### src/rtl/uart_rx_param_if.sv
// Receive-side handshake bundle between uart_rx_param and its word consumer.
// Latency: none (wires only).
// Backpressure: consumer drives rx_ready; a word leaves the producer when rx_valid && rx_ready.
// master = receiver (drives word, flags, status), slave = consumer (drives rx_ready).
interface uart_rx_param_if #(
  parameter int DATA_BITS = 8
);
  logic [DATA_BITS-1:0] rx_data;
  logic                 rx_valid;
  logic                 rx_ready;
  logic                 parity_err;
  logic                 frame_err;
  logic                 overrun;
  logic                 busy;

  modport master (
    output rx_data, rx_valid, parity_err, frame_err, overrun, busy,
    input  rx_ready
  );

  modport slave (
    input  rx_data, rx_valid, parity_err, frame_err, overrun, busy,
    output rx_ready
  );
endinterface

### src/rtl/uart_rx_param.sv
// Oversampled UART receiver (3-sample majority vote) feeding a first-word-fall-through output FIFO.
// Latency: word shows on rx_valid 1 cycle after the last stop-bit vote.
// Backpressure: rx_ready pops the FIFO; a word completed while full (and not popping) is dropped, overrun pulses.
// Ports: sys_clk; rst_n (async active-low); rx (serial in, idle high, async);
//        rx_if.master: rx_data/rx_valid/rx_ready head word, parity_err/frame_err head flags, overrun, busy.
module uart_rx_param #(
  parameter int TICK_DIV   = 68,
  parameter int OVERSAMPLE = 16,
  parameter int DATA_BITS  = 8,
  parameter int PARITY     = 0,
  parameter int STOP_BITS  = 1,
  parameter int FIFO_DEPTH = 4
) (
  input  logic             sys_clk,
  input  logic             rst_n,
  input  logic             rx,
  uart_rx_param_if.master  rx_if
);
  localparam int AW  = $clog2(FIFO_DEPTH);
  localparam int WW  = DATA_BITS + 2;
  localparam int TCW = $clog2(TICK_DIV);
  localparam int OCW = $clog2(OVERSAMPLE);
  localparam int BCW = $clog2(DATA_BITS);

  localparam logic [TCW-1:0] TICK_LAST = TCW'(TICK_DIV - 1);
  localparam logic [OCW-1:0] BIT_LAST  = OCW'(OVERSAMPLE - 1);
  localparam logic [OCW-1:0] SAMP_A    = OCW'(OVERSAMPLE / 2 - 1);
  localparam logic [OCW-1:0] SAMP_B    = OCW'(OVERSAMPLE / 2);
  localparam logic [OCW-1:0] SAMP_C    = OCW'(OVERSAMPLE / 2 + 1);
  localparam logic [BCW-1:0] LAST_BIT  = BCW'(DATA_BITS - 1);
  localparam logic           LAST_STOP = (STOP_BITS == 2);

  typedef enum logic [2:0] {S_IDLE, S_START, S_DATA, S_PARITY, S_STOP} state_t;

  // Reset: asserts asynchronously, releases on a clock edge.
  logic rst_meta_q, rst_int_n;
  always_ff @(posedge sys_clk or negedge rst_n) begin
    if (!rst_n) begin
      rst_meta_q <= 1'b0;
      rst_int_n  <= 1'b0;
    end else begin
      rst_meta_q <= 1'b1;
      rst_int_n  <= rst_meta_q;
    end
  end

  logic                 rx_meta_q, rx_meta_d, rx_s_q, rx_s_d, rx_prev_q, rx_prev_d;
  logic [TCW-1:0]       tick_cnt_q, tick_cnt_d;
  logic [OCW-1:0]       bit_tick_q, bit_tick_d;
  logic [1:0]           samp_q, samp_d;
  state_t               state_q, state_d;
  logic [BCW-1:0]       bit_cnt_q, bit_cnt_d;
  logic                 stop_cnt_q, stop_cnt_d;
  logic [DATA_BITS-1:0] shreg_q, shreg_d;
  logic                 perr_q, perr_d, ferr_q, ferr_d;
  logic                 busy_q, busy_d, overrun_q, overrun_d;
  logic [AW:0]          wr_q, wr_d, rd_q, rd_d;
  logic [WW-1:0]        head_q, head_d;
  logic [WW-1:0]        mem_q [FIFO_DEPTH];
  logic [WW-1:0]        mem_d [FIFO_DEPTH];

  logic          tick, bit_end, vote_now, vote, fall;
  logic          push, push_ok, pop, empty, full;
  logic [WW-1:0] push_word;

  always_comb begin
    rx_meta_d = rx;
    rx_s_d    = rx_meta_q;
    rx_prev_d = rx_s_q;
    fall      = rx_prev_q && !rx_s_q;

    tick     = (tick_cnt_q == TICK_LAST);
    bit_end  = tick && (bit_tick_q == BIT_LAST);
    vote_now = tick && (bit_tick_q == SAMP_C);
    // Third sample is taken live on the vote tick.
    vote     = (samp_q[0] & samp_q[1]) | (samp_q[0] & rx_s_q) | (samp_q[1] & rx_s_q);

    tick_cnt_d = tick ? '0 : tick_cnt_q + 1'b1;
    bit_tick_d = bit_end ? '0 : (tick ? bit_tick_q + 1'b1 : bit_tick_q);
    samp_d     = samp_q;
    if (tick && bit_tick_q == SAMP_A) samp_d[0] = rx_s_q;
    if (tick && bit_tick_q == SAMP_B) samp_d[1] = rx_s_q;

    state_d    = state_q;
    bit_cnt_d  = bit_cnt_q;
    stop_cnt_d = stop_cnt_q;
    shreg_d    = shreg_q;
    perr_d     = perr_q;
    ferr_d     = ferr_q;
    push       = 1'b0;
    push_word  = {perr_q, ferr_q | ~vote, shreg_q};

    case (state_q)
      S_IDLE: begin
        if (fall) begin
          // Realign bit phase to the start edge.
          state_d    = S_START;
          tick_cnt_d = '0;
          bit_tick_d = '0;
          perr_d     = 1'b0;
          ferr_d     = 1'b0;
        end
      end
      S_START: begin
        if (vote_now && vote) begin
          state_d = S_IDLE;
        end else if (bit_end) begin
          state_d   = S_DATA;
          bit_cnt_d = '0;
        end
      end
      S_DATA: begin
        if (vote_now) shreg_d = {vote, shreg_q[DATA_BITS-1:1]};
        if (bit_end) begin
          if (bit_cnt_q == LAST_BIT) begin
            state_d    = (PARITY != 0) ? S_PARITY : S_STOP;
            stop_cnt_d = 1'b0;
          end else begin
            bit_cnt_d = bit_cnt_q + 1'b1;
          end
        end
      end
      S_PARITY: begin
        if (vote_now) perr_d = ((^shreg_q) ^ vote) != (PARITY == 1);
        if (bit_end) state_d = S_STOP;
      end
      S_STOP: begin
        if (vote_now) begin
          if (!vote) ferr_d = 1'b1;
          // Leave on the vote so a back-to-back start edge is not missed.
          if (stop_cnt_q == LAST_STOP) begin
            push    = 1'b1;
            state_d = S_IDLE;
          end
        end else if (bit_end) begin
          stop_cnt_d = 1'b1;
        end
      end
      default: state_d = S_IDLE;
    endcase
    busy_d = (state_d != S_IDLE);

    empty     = (wr_q == rd_q);
    full      = (wr_q[AW] != rd_q[AW]) && (wr_q[AW-1:0] == rd_q[AW-1:0]);
    pop       = !empty && rx_if.rx_ready;
    push_ok   = push && (!full || pop);
    overrun_d = push && full && !pop;

    mem_d = mem_q;
    if (push_ok) mem_d[wr_q[AW-1:0]] = push_word;
    wr_d = push_ok ? wr_q + 1'b1 : wr_q;
    rd_d = pop ? rd_q + 1'b1 : rd_q;
    // Head register keeps the last word once the FIFO drains.
    head_d = (wr_d != rd_d) ? mem_d[rd_d[AW-1:0]] : head_q;
  end

  always_ff @(posedge sys_clk or negedge rst_int_n) begin
    if (!rst_int_n) begin
      rx_meta_q  <= 1'b1;
      rx_s_q     <= 1'b1;
      rx_prev_q  <= 1'b1;
      tick_cnt_q <= '0;
      bit_tick_q <= '0;
      samp_q     <= 2'b11;
      state_q    <= S_IDLE;
      bit_cnt_q  <= '0;
      stop_cnt_q <= 1'b0;
      shreg_q    <= '0;
      perr_q     <= 1'b0;
      ferr_q     <= 1'b0;
      busy_q     <= 1'b0;
      overrun_q  <= 1'b0;
      wr_q       <= '0;
      rd_q       <= '0;
      head_q     <= '0;
    end else begin
      rx_meta_q  <= rx_meta_d;
      rx_s_q     <= rx_s_d;
      rx_prev_q  <= rx_prev_d;
      tick_cnt_q <= tick_cnt_d;
      bit_tick_q <= bit_tick_d;
      samp_q     <= samp_d;
      state_q    <= state_d;
      bit_cnt_q  <= bit_cnt_d;
      stop_cnt_q <= stop_cnt_d;
      shreg_q    <= shreg_d;
      perr_q     <= perr_d;
      ferr_q     <= ferr_d;
      busy_q     <= busy_d;
      overrun_q  <= overrun_d;
      wr_q       <= wr_d;
      rd_q       <= rd_d;
      head_q     <= head_d;
    end
  end

  // Storage needs no reset: pointers define validity.
  always_ff @(posedge sys_clk) begin
    mem_q <= mem_d;
  end

  assign rx_if.rx_data    = head_q[DATA_BITS-1:0];
  assign rx_if.frame_err  = head_q[DATA_BITS];
  assign rx_if.parity_err = head_q[DATA_BITS+1];
  assign rx_if.rx_valid   = !empty;
  assign rx_if.overrun    = overrun_q;
  assign rx_if.busy       = busy_q;
endmodule

### src/flat_wrapper.sv
// flat-port wrapper written by rule: the top's interface ports become plain ports
module uart_rx_param_flat 
#(
  parameter int TICK_DIV   = 68,
  parameter int OVERSAMPLE = 16,
  parameter int DATA_BITS  = 8,
  parameter int PARITY     = 0,
  parameter int STOP_BITS  = 1,
  parameter int FIFO_DEPTH = 4
)
  (sys_clk, rst_n, rx, rx_if_rx_data, rx_if_rx_valid, rx_if_parity_err, rx_if_frame_err, rx_if_overrun, rx_if_busy, rx_if_rx_ready);
  uart_rx_param_if #(.DATA_BITS(DATA_BITS)) rx_if_i ();
  input  logic sys_clk;
  input  logic rst_n;
  input  logic rx;
  output wire logic [$bits(rx_if_i.rx_data)-1:0] rx_if_rx_data;
  output wire logic [$bits(rx_if_i.rx_valid)-1:0] rx_if_rx_valid;
  output wire logic [$bits(rx_if_i.parity_err)-1:0] rx_if_parity_err;
  output wire logic [$bits(rx_if_i.frame_err)-1:0] rx_if_frame_err;
  output wire logic [$bits(rx_if_i.overrun)-1:0] rx_if_overrun;
  output wire logic [$bits(rx_if_i.busy)-1:0] rx_if_busy;
  input wire logic [$bits(rx_if_i.rx_ready)-1:0] rx_if_rx_ready;
  assign rx_if_rx_data = rx_if_i.rx_data;
  assign rx_if_rx_valid = rx_if_i.rx_valid;
  assign rx_if_parity_err = rx_if_i.parity_err;
  assign rx_if_frame_err = rx_if_i.frame_err;
  assign rx_if_overrun = rx_if_i.overrun;
  assign rx_if_busy = rx_if_i.busy;
  assign rx_if_i.rx_ready = rx_if_rx_ready;
  uart_rx_param #(.TICK_DIV(TICK_DIV), .OVERSAMPLE(OVERSAMPLE), .DATA_BITS(DATA_BITS), .PARITY(PARITY), .STOP_BITS(STOP_BITS), .FIFO_DEPTH(FIFO_DEPTH)) u_core (.sys_clk(sys_clk), .rst_n(rst_n), .rx(rx), .rx_if(rx_if_i));
endmodule
### config.mk
export PLATFORM = sky130hd
export DESIGN_NAME = uart_rx_param_flat
export DESIGN_NICKNAME = d
export VERILOG_FILES = /design/src/rtl/uart_rx_param_if.sv /design/src/rtl/uart_rx_param.sv /design/src/flat_wrapper.sv
export SDC_FILE = /design/constraint.sdc
export NUM_CORES = 1
export LEC_CHECK = 0
export BUFFER_PORTS_ARGS = -buffer_cell sky130_fd_sc_hd__buf_4
export CAP_MARGIN = 20
export CORE_MARGIN = 2
export CORE_UTILIZATION = 43
export CTS_BUF_LIST = sky130_fd_sc_hd__clkbuf_8 sky130_fd_sc_hd__clkbuf_16
export DETAILED_ROUTE_END_ITERATION = 7
export GPL_ROUTABILITY_DRIVEN = 0
export GPL_TIMING_DRIVEN = 0
export PLACE_DENSITY = 0.6
export SLEW_MARGIN = 25
export SYNTH_ARGS = -nofsm -noshare
export SYNTH_HDL_FRONTEND = slang
export SYNTH_SLANG_ARGS = --single-unit
### constraint.sdc
create_clock -name sys_clk -period 1.75 [get_ports sys_clk]
set_input_delay 0.525 -clock sys_clk [delete_from_list [all_inputs] [get_ports sys_clk]]
set_output_delay 0.525 -clock sys_clk [all_outputs]
set_load 0.02 [all_outputs]
==> results of run 1 <==
==> metrics by stage <==
stage	setup TNS, ns	cells	power, mW	hold slack (ns)
final	-22.94	698	8.10	0.254
after global routing	-27.27	698	8.52	0.242
after CTS	-25.45	682	7.70	0.245
after detailed placement	-34.60	612	5.41	0.265
after global placement	-79.01	609	5.32	0.308
after floorplan	-16.95	457	4.64	0.229
==> kinds of logic (layout without fill, tap and decap cells) <==
kind of cell,Yosys count,count (layout),share of synthesized area (%)
other,1,1,0.0825
AOI/OAI and AO/OA,70,70,10.2
and+or+nand+nor,180,182,21.2
adders and majority gates,12,12,3.25
DFF,93,93,46.9
xor gates and xnor gates,27,27,5.62
buffers and inverters,37,140,3.94
muxes,37,37,8.73
==> flip-flops by register name (all words and copies together) (netlist names) <==
name                  flops
u_core.rd_q               3
u_core.rx_prev_d          1
u_core.state_q            3
u_core.perr_q             1
u_core.samp_q             2
u_core.rst_meta_q         1
u_core.head_q            10
u_core.rst_int_n          1
u_core.rx_if.busy         1
u_core.ferr_q             1
u_core.rx_prev_q          1
u_core.rx_if.overrun      1
u_core.shreg_q            8
u_core.wr_q               3
u_core.tick_cnt_q         7
u_core.mem_q             40
u_core.rx_meta_q          1
u_core.stop_cnt_q         1
u_core.bit_tick_q         4
u_core.bit_cnt_q          3
==> routing by layer <==
| layer | global-route usage (%) | share of wire [%] |
|---|---|---|
| met1 | 28.4 | 44 |
| met2 | 36.3 | 50 |
| met3 | 3.77 | 3.9 |
| met4 | 8.07 | 2.2 |
| met5 | 0 | 0 |
==> power by group through the flow <==
stage | registers, mW | clock network, mW | logic [mW]
after detailed placement | 2.64 | 0 | 2.77
after global routing | 2.62 | 1.57 | 4.33
after floorplan | 2.73 | 0 | 1.92
after global placement | 2.64 | 0 | 2.68
final | 2.59 | 1.48 | 4.03
after CTS | 2.58 | 1.49 | 3.63
==> cell usage in the layout, fill, tap and decap left out, types with 10 or more instances in the layout <==
master | synthesis | final
mux2i_1 | 16 | 13
dfxtp_1 | 40 | 40
nor2_1 | 21 | 16
inv_1 | 18 | 18
dfrtp_1 | 48 | 41
xnor2_1 | 15 | 12
buf_4 | 1 | 61
o21ai_4 | 0 | 18
buf_6 | 4 | 29
nand2_1 | 43 | 39
mux2_4 | 0 | 20
clkbuf_8 | 0 | 10
nand3_1 | 65 | 58
==> worst max-delay path: cells and delay by family (launching register included) <==
kind / cells / cell delay, ns
AO/OA/AOI/OAI: 3 / 0.77
buffers and inverters: 3 / 0.49
flip-flops: 1 / 0.40
AND/OR/NAND/NOR: 1 / 0.39
XOR/XNOR: 1 / 0.20
multiplexers: 1 / 0.13
==> worst max-delay path by stage <==
stage	to	from
floorplan	u_core.head_q[8]$_DFFE_PN0P_	u_core.rd_q[1]$_DFF_PN0_
global placement	u_core.head_q[8]$_DFFE_PN0P_	rx_if_rx_ready
detailed placement	u_core.head_q[8]$_DFFE_PN0P_	u_core.rd_q[1]$_DFF_PN0_
CTS	u_core.head_q[6]$_DFFE_PN0P_	u_core.rd_q[1]$_DFF_PN0_
global route	u_core.head_q[6]$_DFFE_PN0P_	u_core.rd_q[1]$_DFF_PN0_
finish	u_core.head_q[6]$_DFFE_PN0P_	u_core.rd_q[0]$_DFF_PN0_
==> timing repair <==
item                                   CTS  global route
setup buffers                           52            20
pin swaps                               33            49
setup endpoints to repair               76            85
resized for setup                      117           121
cloned                                   3             3
hold buffers                             1             0
endpoints found under the hold margin    2             0
==> layout make-up <==
type / count / area [um^2]
flip-flops and latches: 93 / 2140
well taps: 136 / 170
multi-input cells: 329 / 3090
plain buffers: 13 / 164
fillers: 789 / 3550
repair buffers: 93 / 890
clock buffers: 11 / 163
clock inverters: 5 / 41.3
inverters: 18 / 67.6
==> impl_metrics.toml, run 1 <==
[power_and_ir_drop]
seq_power_share_pct = 32.0
swShare_pct = 38.6
pwr-share-comb_pct = 49.8
max-vdd-ir-drop_mv = 0.706
total_leakage_power_nw = 2.95
p_int_mw = 4.98
switching_power_mw = 3.12
clockPowerShare_pct = 18.3
cellPowerDensity_mw_per_mm2 = 1200

[clock_tree]
cts_tree = "yes"
tritoncts_num_sinks = 93
clk-insertion-delay-late_ns = 0.38
clockRootBuffer = "clkbuf_8"
clkTransAtPathRegs_ns = 0.10
ctsHtreeMaxLevel = 3
cts_buffers = 9
cts.path.max_buffers = 2

[layout]
antenna_cells = 0
fin_area_mm2 = 0.00673
area_growth_pct = 48.1
drive_above_1_share_pct = 43.6
utilization_pct = 65.5
num-nets-final = 572

[critical_path]
worstReg2RegStart = "u_core.rd_q[0]$_DFF_PN0_"
setup.worst_path.start_class = "flop"
crit_type = "reg -> reg"
worst_setup_path_end_kind = "flop"
worst_path_max_stage_delay_ns = 0.53
path_cells = "buf_6 > xor2_4 > buf_6 > or3_4 > a31oi_1 > a21oi_1 > o41a_1 > buf_6 > mux2i_1"
worst_setup_slack_for_register_to_register_paths_ns = -0.75
cp_max_fo = 5
worst-r2r-cell-count = 9
cp.arrival_ns = 2.75
timing.critical_path.slowest_stage_cell = "o41a_1"
cp.required_ns = 2.00
timing.rr.end = "u_core.head_q[6]$_DFFE_PN0P_"
worst_path_most_repeated_cell = "buf_6"

[grt]
first_pass_grt_wire_length_um = 19300
grt.overflow.total = 0
grtUsageTotal_pct = 21.8
grt_max_degree = 29
vias_in_the_first_global_route = 3826
antenna_found_initial = 0

[floorplanning]
design.core.area_mm2 = 0.0103
io-pin-count = 17
die_height_um = 107
fp.dieArea_mm2 = 0.0114
start_util_pct = 44.2
fp.dieW_um = 107
std_cell_rows = 37

[timing]
number_of_failing_setup_endpoints_in_the_final_timing_report = 78
slew_headroom_pct = 62.0
post-route-min-period_ns = 2.50
timing.final.max_slew_violations = 0
timing.final.hold_violations = 0
clock.fmax_ghz = 0.401
max_slew.worst_pin.slew_ns = 0.571
grt_setup_unrepaired = "true"
finalCritPeriodShare_pct = 143
finClkSkew_ns = 0.0126
setup_ws_ns = -0.746

[route]
totalWireLength_um = 12600
antenna_violating_nets_post_route = 0
wire_per_inst_um = 18.1
vias = 3892
dr.pass1.iters = 5
post_drt_via_cell_ratio = 5.58
drt_drc_violations_left = 0
first_iter_violations = 189

[synthesis]
yosys.area.top_type = "dfrtp_1"
synth_cells = 457
synth_top_cells_by_count = "65 x nand3_1, 48 x dfrtp_1, 43 x nand2_1"
ys_seq_area_share_pct = 46.9
number_of_nets_in_the_synthesized_netlist = 472
synth_flop_cell = "dfrtp_1"
dominant_cell_by_count_in_the_synthesized_netlist = "nand3_1"
netlist-cell-type-count = 61
avgSynthCellArea_um2 = 9.95
netlist_area_before_placement_mm2 = 0.00455
synthArstFlopShare_pct = 57.0
ys_ff_latch = 93
synthesis.yosys.warnings = 0
synth_largest_type_area_fraction_pct = 26.4
synthTopCellsByArea = "dfrtp_1 26%, dfxtp_1 18%, nand3_1 7.2%"
synth_edf_count = 0

[status]
run_status = "finished, violations left"
failed_checks = "setup timing"

[placement]
place.detailed.hpwl_um = 7000
numPortBuffers = 16
post_dp_cell_area_mm2 = 0.00500
place_ws_ns = -1.16

[worst_hold_path]
hold_path.class = "reg -> async"

[run]
maxCapViolations = 0
(Power assumes the default switching activity.)
==> run 2, diff against run 1 <==
Settings changed: ABC_AREA from default to 1, PLACE_DENSITY 0.6 to default.
==> impl_metrics.toml, run 2 <==
[power_and_ir_drop]
cellPowerDensity_mw_per_mm2 = 1120
finalPower_mw = 7.22
total_leakage_power_nw = 3.10
max-vdd-ir-drop_mv = 0.628

[status]
failed_checks = "setup timing"
run_status = "finished, violations left"

[clock_tree]
clk-insertion-delay-late_ns = 0.34
cts.path.max_buffers = 2
clkTransAtPathRegs_ns = 0.06
cts_tree = "yes"
cts_buffers = 9
tritoncts_num_sinks = 93
clockRootBuffer = "clkbuf_16"
ctsHtreeMaxLevel = 3

[critical_path]
cp.arrival_ns = 2.30
worst_setup_path_end_kind = "flop"
worstReg2RegStart = "u_core.bit_tick_q[1]$_DFF_PN0_"
cp-startpoint = "u_core.bit_tick_q[1]$_DFF_PN0_"
cp_max_fo = 7
cp.required_ns = 1.99
worst-r2r-cell-count = 14
setup.worst_path.start_class = "flop"
crit_type = "reg -> reg"

[layout]
final_common_cell = "nand2_1"
utilization_pct = 59.0
antenna_cells = 0
area_growth_pct = 32.4
largest_reg_flops = 40
filler_cell_count = 1011
largest_register = "u_core.mem_q"
top_regs = "u_core.mem_q (40), u_core.head_q (10), u_core.shreg_q (8)"
layout.cells.most_common_list = "177 x nand2_1, 79 x nand3_1, 53 x inv_1"
num-nets-final = 750
drive_above_1_share_pct = 30.7

[grt]
vias_in_the_first_global_route = 4512
grt.overflow.total = 0
antenna_found_initial = 0
grtUsageTotal_pct = 21.6
grt_max_degree = 52
first_pass_grt_wire_length_um = 21500

[timing]
post-route-min-period_ns = 2.06
finalCritPeriodShare_pct = 118
max_slew.worst_pin.slew_ns = 0.679
final.setup.tns_ns = -3.32
setup_ws_ns = -0.315
timing.final.max_slew_violations = 0
clock.fmax_ghz = 0.484
slew_headroom_pct = 54.7
grt_setup_unrepaired = "true"
timing.final.hold_violations = 0
number_of_failing_setup_endpoints_in_the_final_timing_report = 22
finClkSkew_ns = 0.00487

[synthesis]
synth_cells = 672
netlist-cell-type-count = 33
synth_flop_cell = "dfrtp_1"
synthesis.yosys.warnings = 0
netlist_area_before_placement_mm2 = 0.00487
yosys.area.top_type = "dfrtp_1"
synth_top_cells_by_count = "237 x nand2_1, 110 x nand3_1, 58 x inv_1"
synthTopCellsByArea = "dfrtp_1 25%, nand2_1 18%, dfxtp_1 16%"
synth_edf_count = 0
avgSynthCellArea_um2 = 7.25
dominant_cell_by_count_in_the_synthesized_netlist = "nand2_1"
number_of_nets_in_the_synthesized_netlist = 687
ys_seq_area_share_pct = 43.8
synthArstFlopShare_pct = 57.0
ys_ff_latch = 93
synth_largest_type_area_fraction_pct = 24.6

[worst_hold_path]
holdPathStages = 1
hold_path.class = "in -> reg"
hold_start = "rx"

[floorplanning]
fp.dieW_um = 110
design.core.area_mm2 = 0.0109
std_cell_rows = 38
io-pin-count = 17
start_util_pct = 44.6
fp.dieArea_mm2 = 0.0122
die_height_um = 110

[route]
first_iter_violations = 356
wire_per_inst_um = 15.4
antenna_violating_nets_post_route = 0
totalWireLength_um = 13500
drt_drc_violations_left = 0
post_drt_via_cell_ratio = 5.49
vias = 4828
dr.pass1.iters = 5

[placement]
place_ws_ns = -0.552
numPortBuffers = 16
place.detailed.hpwl_um = 8740

[run]
maxCapViolations = 0
run 2: final cells by class:
class	count	area [um^2]	share of cell area (%)
plain buffers	29	230	3.57
clock buffers	10	239	3.70
clock inverters	5	22.5	0.349
inverters	59	229	3.55
multi-input cells	492	2920	45.3
flip-flops and latches	93	2140	33.2
well taps	140	175	2.71
repair buffers	51	495	7.68
run 2: repair_timing:
action / 4_1_cts / 5_1_grt
hold buffers: 1 / 0
gates resized for setup: 61 / 143
pin swaps: 5 / 49
endpoints found under the hold margin: 2 / 0
gates cloned: 2 / 5
setup buffers: 16 / 14
endpoints found under the setup margin: 68 / 70
run 2: cells by family (layout without fill, tap and decap cells):
kind of cell,Yosys count,after routing,share of synthesized area [%]
xor gates and xnor gates,12,12,2.16
DFF,93,93,43.8
buffers and inverters,89,154,7.57
other,1,1,0.0769
adders and majority gates,11,11,2.82
AOI/OAI and AO/OA,55,55,6.21
and+or+nand+nor,411,413,37.4
run 2: worst paths after layout:
| path | slack (ns) | end |
|---|---|---|
| min reg2reg | 0.35 | u_core.rst_int_n$_DFF_PN0_ |
| max reg2reg | -0.31 | u_core.head_q[5]$_DFFE_PN0P_ |
| min in group asynchronous | 0.36 | u_core.shreg_q[6]$_DFFE_PN0P_ |
| max in group asynchronous | 0.88 | u_core.wr_q[1]$_DFF_PN0_ |
| min | 0.28 | u_core.rx_meta_q$_DFF_PN1_ |
| max | -0.31 | u_core.head_q[5]$_DFFE_PN0P_ |
run 2: report_power, final:
part	switching, mW	total [mW]	internal (mW)
Clock	0.793	1.77	0.973
Sequential	0.151	2.48	2.33
Combinational	1.81	2.97	1.17
run 2: stage by stage:
step / area [um^2] / std cells / hold slack, ns
after floorplan: 4890 / 672 / 0.229
after global placement: 5190 / 828 / 0.307
after detailed placement: 5190 / 828 / 0.308
after CTS: 5780 / 862 / 0.275
after global routing: 6450 / 879 / 0.271
final: 6450 / 879 / 0.285
run 2: worst max-delay path: stages, from the launching register on:
cell	delay, ns
dfrtp_1	0.41
inv_2	0.09
ha_4	0.14
nand3_4	0.10
nor3_4	0.21
buf_12	0.15
nand3_4	0.09
buf_12	0.17
buf_6	0.14
nand2_2	0.08
nand3_2	0.09
nand3_2	0.09
nand2_1	0.07
nand2_1	0.06
nand2_1	0.05
run 2: layer usage:
metal	global-route usage, %	wire length [um]
met1	29.4	6280
met2	33.5	6430
met3	3.51	567
met4	10.4	248
met5	0	0
==> run 3, diff against run 2 <==
==> constraint.sdc (replaced) <==
create_clock -name sys_clk -period 1.75 [get_ports sys_clk]
set_input_delay 0.2625 -clock sys_clk [delete_from_list [all_inputs] [get_ports sys_clk]]
set_output_delay 0.2625 -clock sys_clk [all_outputs]
set_load 0.02 [all_outputs]
==> impl_metrics.toml, run 3 (synthesis gave the netlist of run 2 again) <==
[status]
run_status = "finished, violations left"
failed_checks = "setup timing"

[layout]
largest_reg_flops = 40
top_regs = "u_core.mem_q (40), u_core.head_q (10), u_core.shreg_q (8)"
antenna_cells = 0
largest_register = "u_core.mem_q"
num-nets-final = 738
final_common_cell = "nand2_1"
utilization_pct = 54.4
fin_area_mm2 = 0.00595
layout.cells.most_common_list = "217 x nand2_1, 104 x nand3_1, 56 x inv_1"
instances_no_fill = 867
drive_above_1_share_pct = 19.4
area_growth_pct = 22.1

[floorplanning]
fp.dieW_um = 110
design.core.area_mm2 = 0.0109
die_height_um = 110
std_cell_rows = 38
fp.dieArea_mm2 = 0.0122
io-pin-count = 17
start_util_pct = 44.6

[clock_tree]
clockRootBuffer = "clkbuf_16"
ctsHtreeMaxLevel = 3
cts_buffers = 9
clk-insertion-delay-late_ns = 0.34
cts_tree = "yes"
tritoncts_num_sinks = 93
clkTransAtPathRegs_ns = 0.06
cts.path.max_buffers = 2

[route]
first_iter_violations = 398
antenna_violating_nets_post_route = 0
drt_drc_violations_left = 0
totalWireLength_um = 12700
dr.pass1.iters = 5
wire_per_inst_um = 14.7
post_drt_via_cell_ratio = 5.38
vias = 4663

[power_and_ir_drop]
swShare_pct = 36.8
total_leakage_power_nw = 2.91
clockPowerShare_pct = 26.4
switching_power_mw = 2.46
pwr-share-comb_pct = 36.7
p_int_mw = 4.23
cellPowerDensity_mw_per_mm2 = 1130
seq_power_share_pct = 37.0
max-vdd-ir-drop_mv = 0.606

[run]
maxCapViolations = 0

[critical_path]
worst_setup_path_end_kind = "flop"
cp.required_ns = 2.03
setup.worst_path.start_class = "flop"
cp_max_fo = 5
worst_path_max_stage_delay_ns = 0.36
timing.critical_path.slowest_stage_cell = "dfrtp_1"
critPathBufInv = 8
path_cells = "ha_2 > nand2_2 > inv_2 > nand3_4 > buf_4 > buf_6 > buf_6 > nor3_2 > inv_1 > nor2_4 > buf_12 > buf_6 > buf_4 > a32o_1"
crit_type = "reg -> reg"
worst_path_most_repeated_cell = "buf_6"
critical-path-top-delay-family = "buffers and inverters"
worstReg2RegStart = "u_core.tick_cnt_q[0]$_DFF_PN0_"
cp.arrival_ns = 2.34
worst-r2r-cell-count = 14
worst_setup_slack_for_register_to_register_paths_ns = -0.30
timing.rr.end = "u_core.bit_cnt_q[1]$_DFFE_PN0P_"

[grt]
vias_in_the_first_global_route = 4481
grtUsageTotal_pct = 21.5
grt_max_degree = 52
first_pass_grt_wire_length_um = 21400
antenna_found_initial = 0
grt.overflow.total = 0

[timing]
max_slew.worst_pin.slew_ns = 0.678
setup_ws_ns = -0.304
post-route-min-period_ns = 2.05
finalCritPeriodShare_pct = 117
number_of_failing_setup_endpoints_in_the_final_timing_report = 22
finClkSkew_ns = 0.00442
slew_headroom_pct = 54.8
timing.final.hold_violations = 0
clock.fmax_ghz = 0.487
timing.final.max_slew_violations = 0
grt_setup_unrepaired = "true"

[worst_hold_path]
hold_ep = "u_core.rx_meta_q$_DFF_PN1_"
hold_path.class = "in -> reg"
holdPathStages = 1
hold_start = "rx"

[placement]
post_dp_cell_area_mm2 = 0.00519
numPortBuffers = 16
place.detailed.hpwl_um = 8740
dp_cells = 828
run 3: changes by cell type in the layout (fill, tap and decap cells not counted), moves of 15 or more:
cell,delta
nand3_1,+25
nand2_4,-15
nand3_2,-24
nand2_2,-24
nand2_1,+40
run 3: how the worst max path moves through the flow:
| stage | from | to | slack, ns | cells after the start |
|---|---|---|---|---|
| floorplan | u_core.tick_cnt_q[0]$_DFF_PN0_ | u_core.head_q[8]$_DFFE_PN0P_ | -0.08 | 13 |
| global placement | u_core.wr_q[0]$_DFF_PN0_ | u_core.head_q[6]$_DFFE_PN0P_ | -0.52 | 11 |
| detailed placement | u_core.wr_q[0]$_DFF_PN0_ | u_core.head_q[7]$_DFFE_PN0P_ | -0.55 | 11 |
| CTS | u_core.tick_cnt_q[1]$_DFF_PN0_ | u_core.head_q[1]$_DFFE_PN0P_ | -0.25 | 14 |
| global route | u_core.tick_cnt_q[0]$_DFF_PN0_ | u_core.head_q[6]$_DFFE_PN0P_ | -0.44 | 14 |
| finish | u_core.tick_cnt_q[0]$_DFF_PN0_ | u_core.bit_cnt_q[1]$_DFFE_PN0P_ | -0.30 | 14 |
run 3: layer usage:
metal	global-route usage [%]	wire length [um]
met1	29.4	6000
met2	33.1	5850
met3	3.51	551
met4	10.4	328
met5	0	0
run 3: repair_timing:
action / CTS / global route
gates resized for setup: 58 / 45
hold buffers: 1 / 0
hold endpoints to repair: 2 / 0
setup buffers: 13 / 9
setup endpoints to repair: 67 / 69
pin swaps: 4 / 5
gates cloned: 2 / 0
run 3: worst reg2reg max path, delay by kind of cell, from the launching register on:
family | cells | cell delay (ns)
AO/OA/AOI/OAI | 1 | 0.15
adder cells (fa/ha/maj) | 1 | 0.20
buffers and inverters | 8 | 0.85
flip-flops | 1 | 0.36
AND/OR/NAND/NOR | 4 | 0.43
run 3: final cells by class:
cell class / count / area (um^2)
clock inverter: 5 / 22.5
tap: 140 / 175
fill: 1051 / 4990
clock buffer: 10 / 239
sequential: 93 / 2140
timing repair buffer: 39 / 332
multi-input combinational: 491 / 2570
inverter: 59 / 224
buffer: 30 / 244
run 3: metrics by stage:
| step | power, mW | TNS [ns] | hold WS (ns) | worst slack (ns) |
|---|---|---|---|---|
| CTS | 6.69 | -3.44 | 0.0121 | -0.246 |
| finish | 6.69 | -5.20 | 0.0222 | -0.304 |
| global placement | 4.74 | -35.56 | 0.0450 | -0.517 |
| detailed placement | 4.77 | -14.80 | 0.0453 | -0.552 |
| floorplan | 4.11 | -0.736 | -0.0331 | -0.0757 |
| global route | 7.14 | -10.44 | 0.00899 | -0.440 |
run 3: power groups by stage:
stage / clock network (mW) / registers [mW] / logic (mW)
floorplan: 0 / 2.60 / 1.51
global placement: 0 / 2.51 / 2.23
detailed placement: 0 / 2.52 / 2.25
CTS: 1.81 / 2.47 / 2.40
global route: 1.91 / 2.50 / 2.74
finish: 1.77 / 2.48 / 2.45
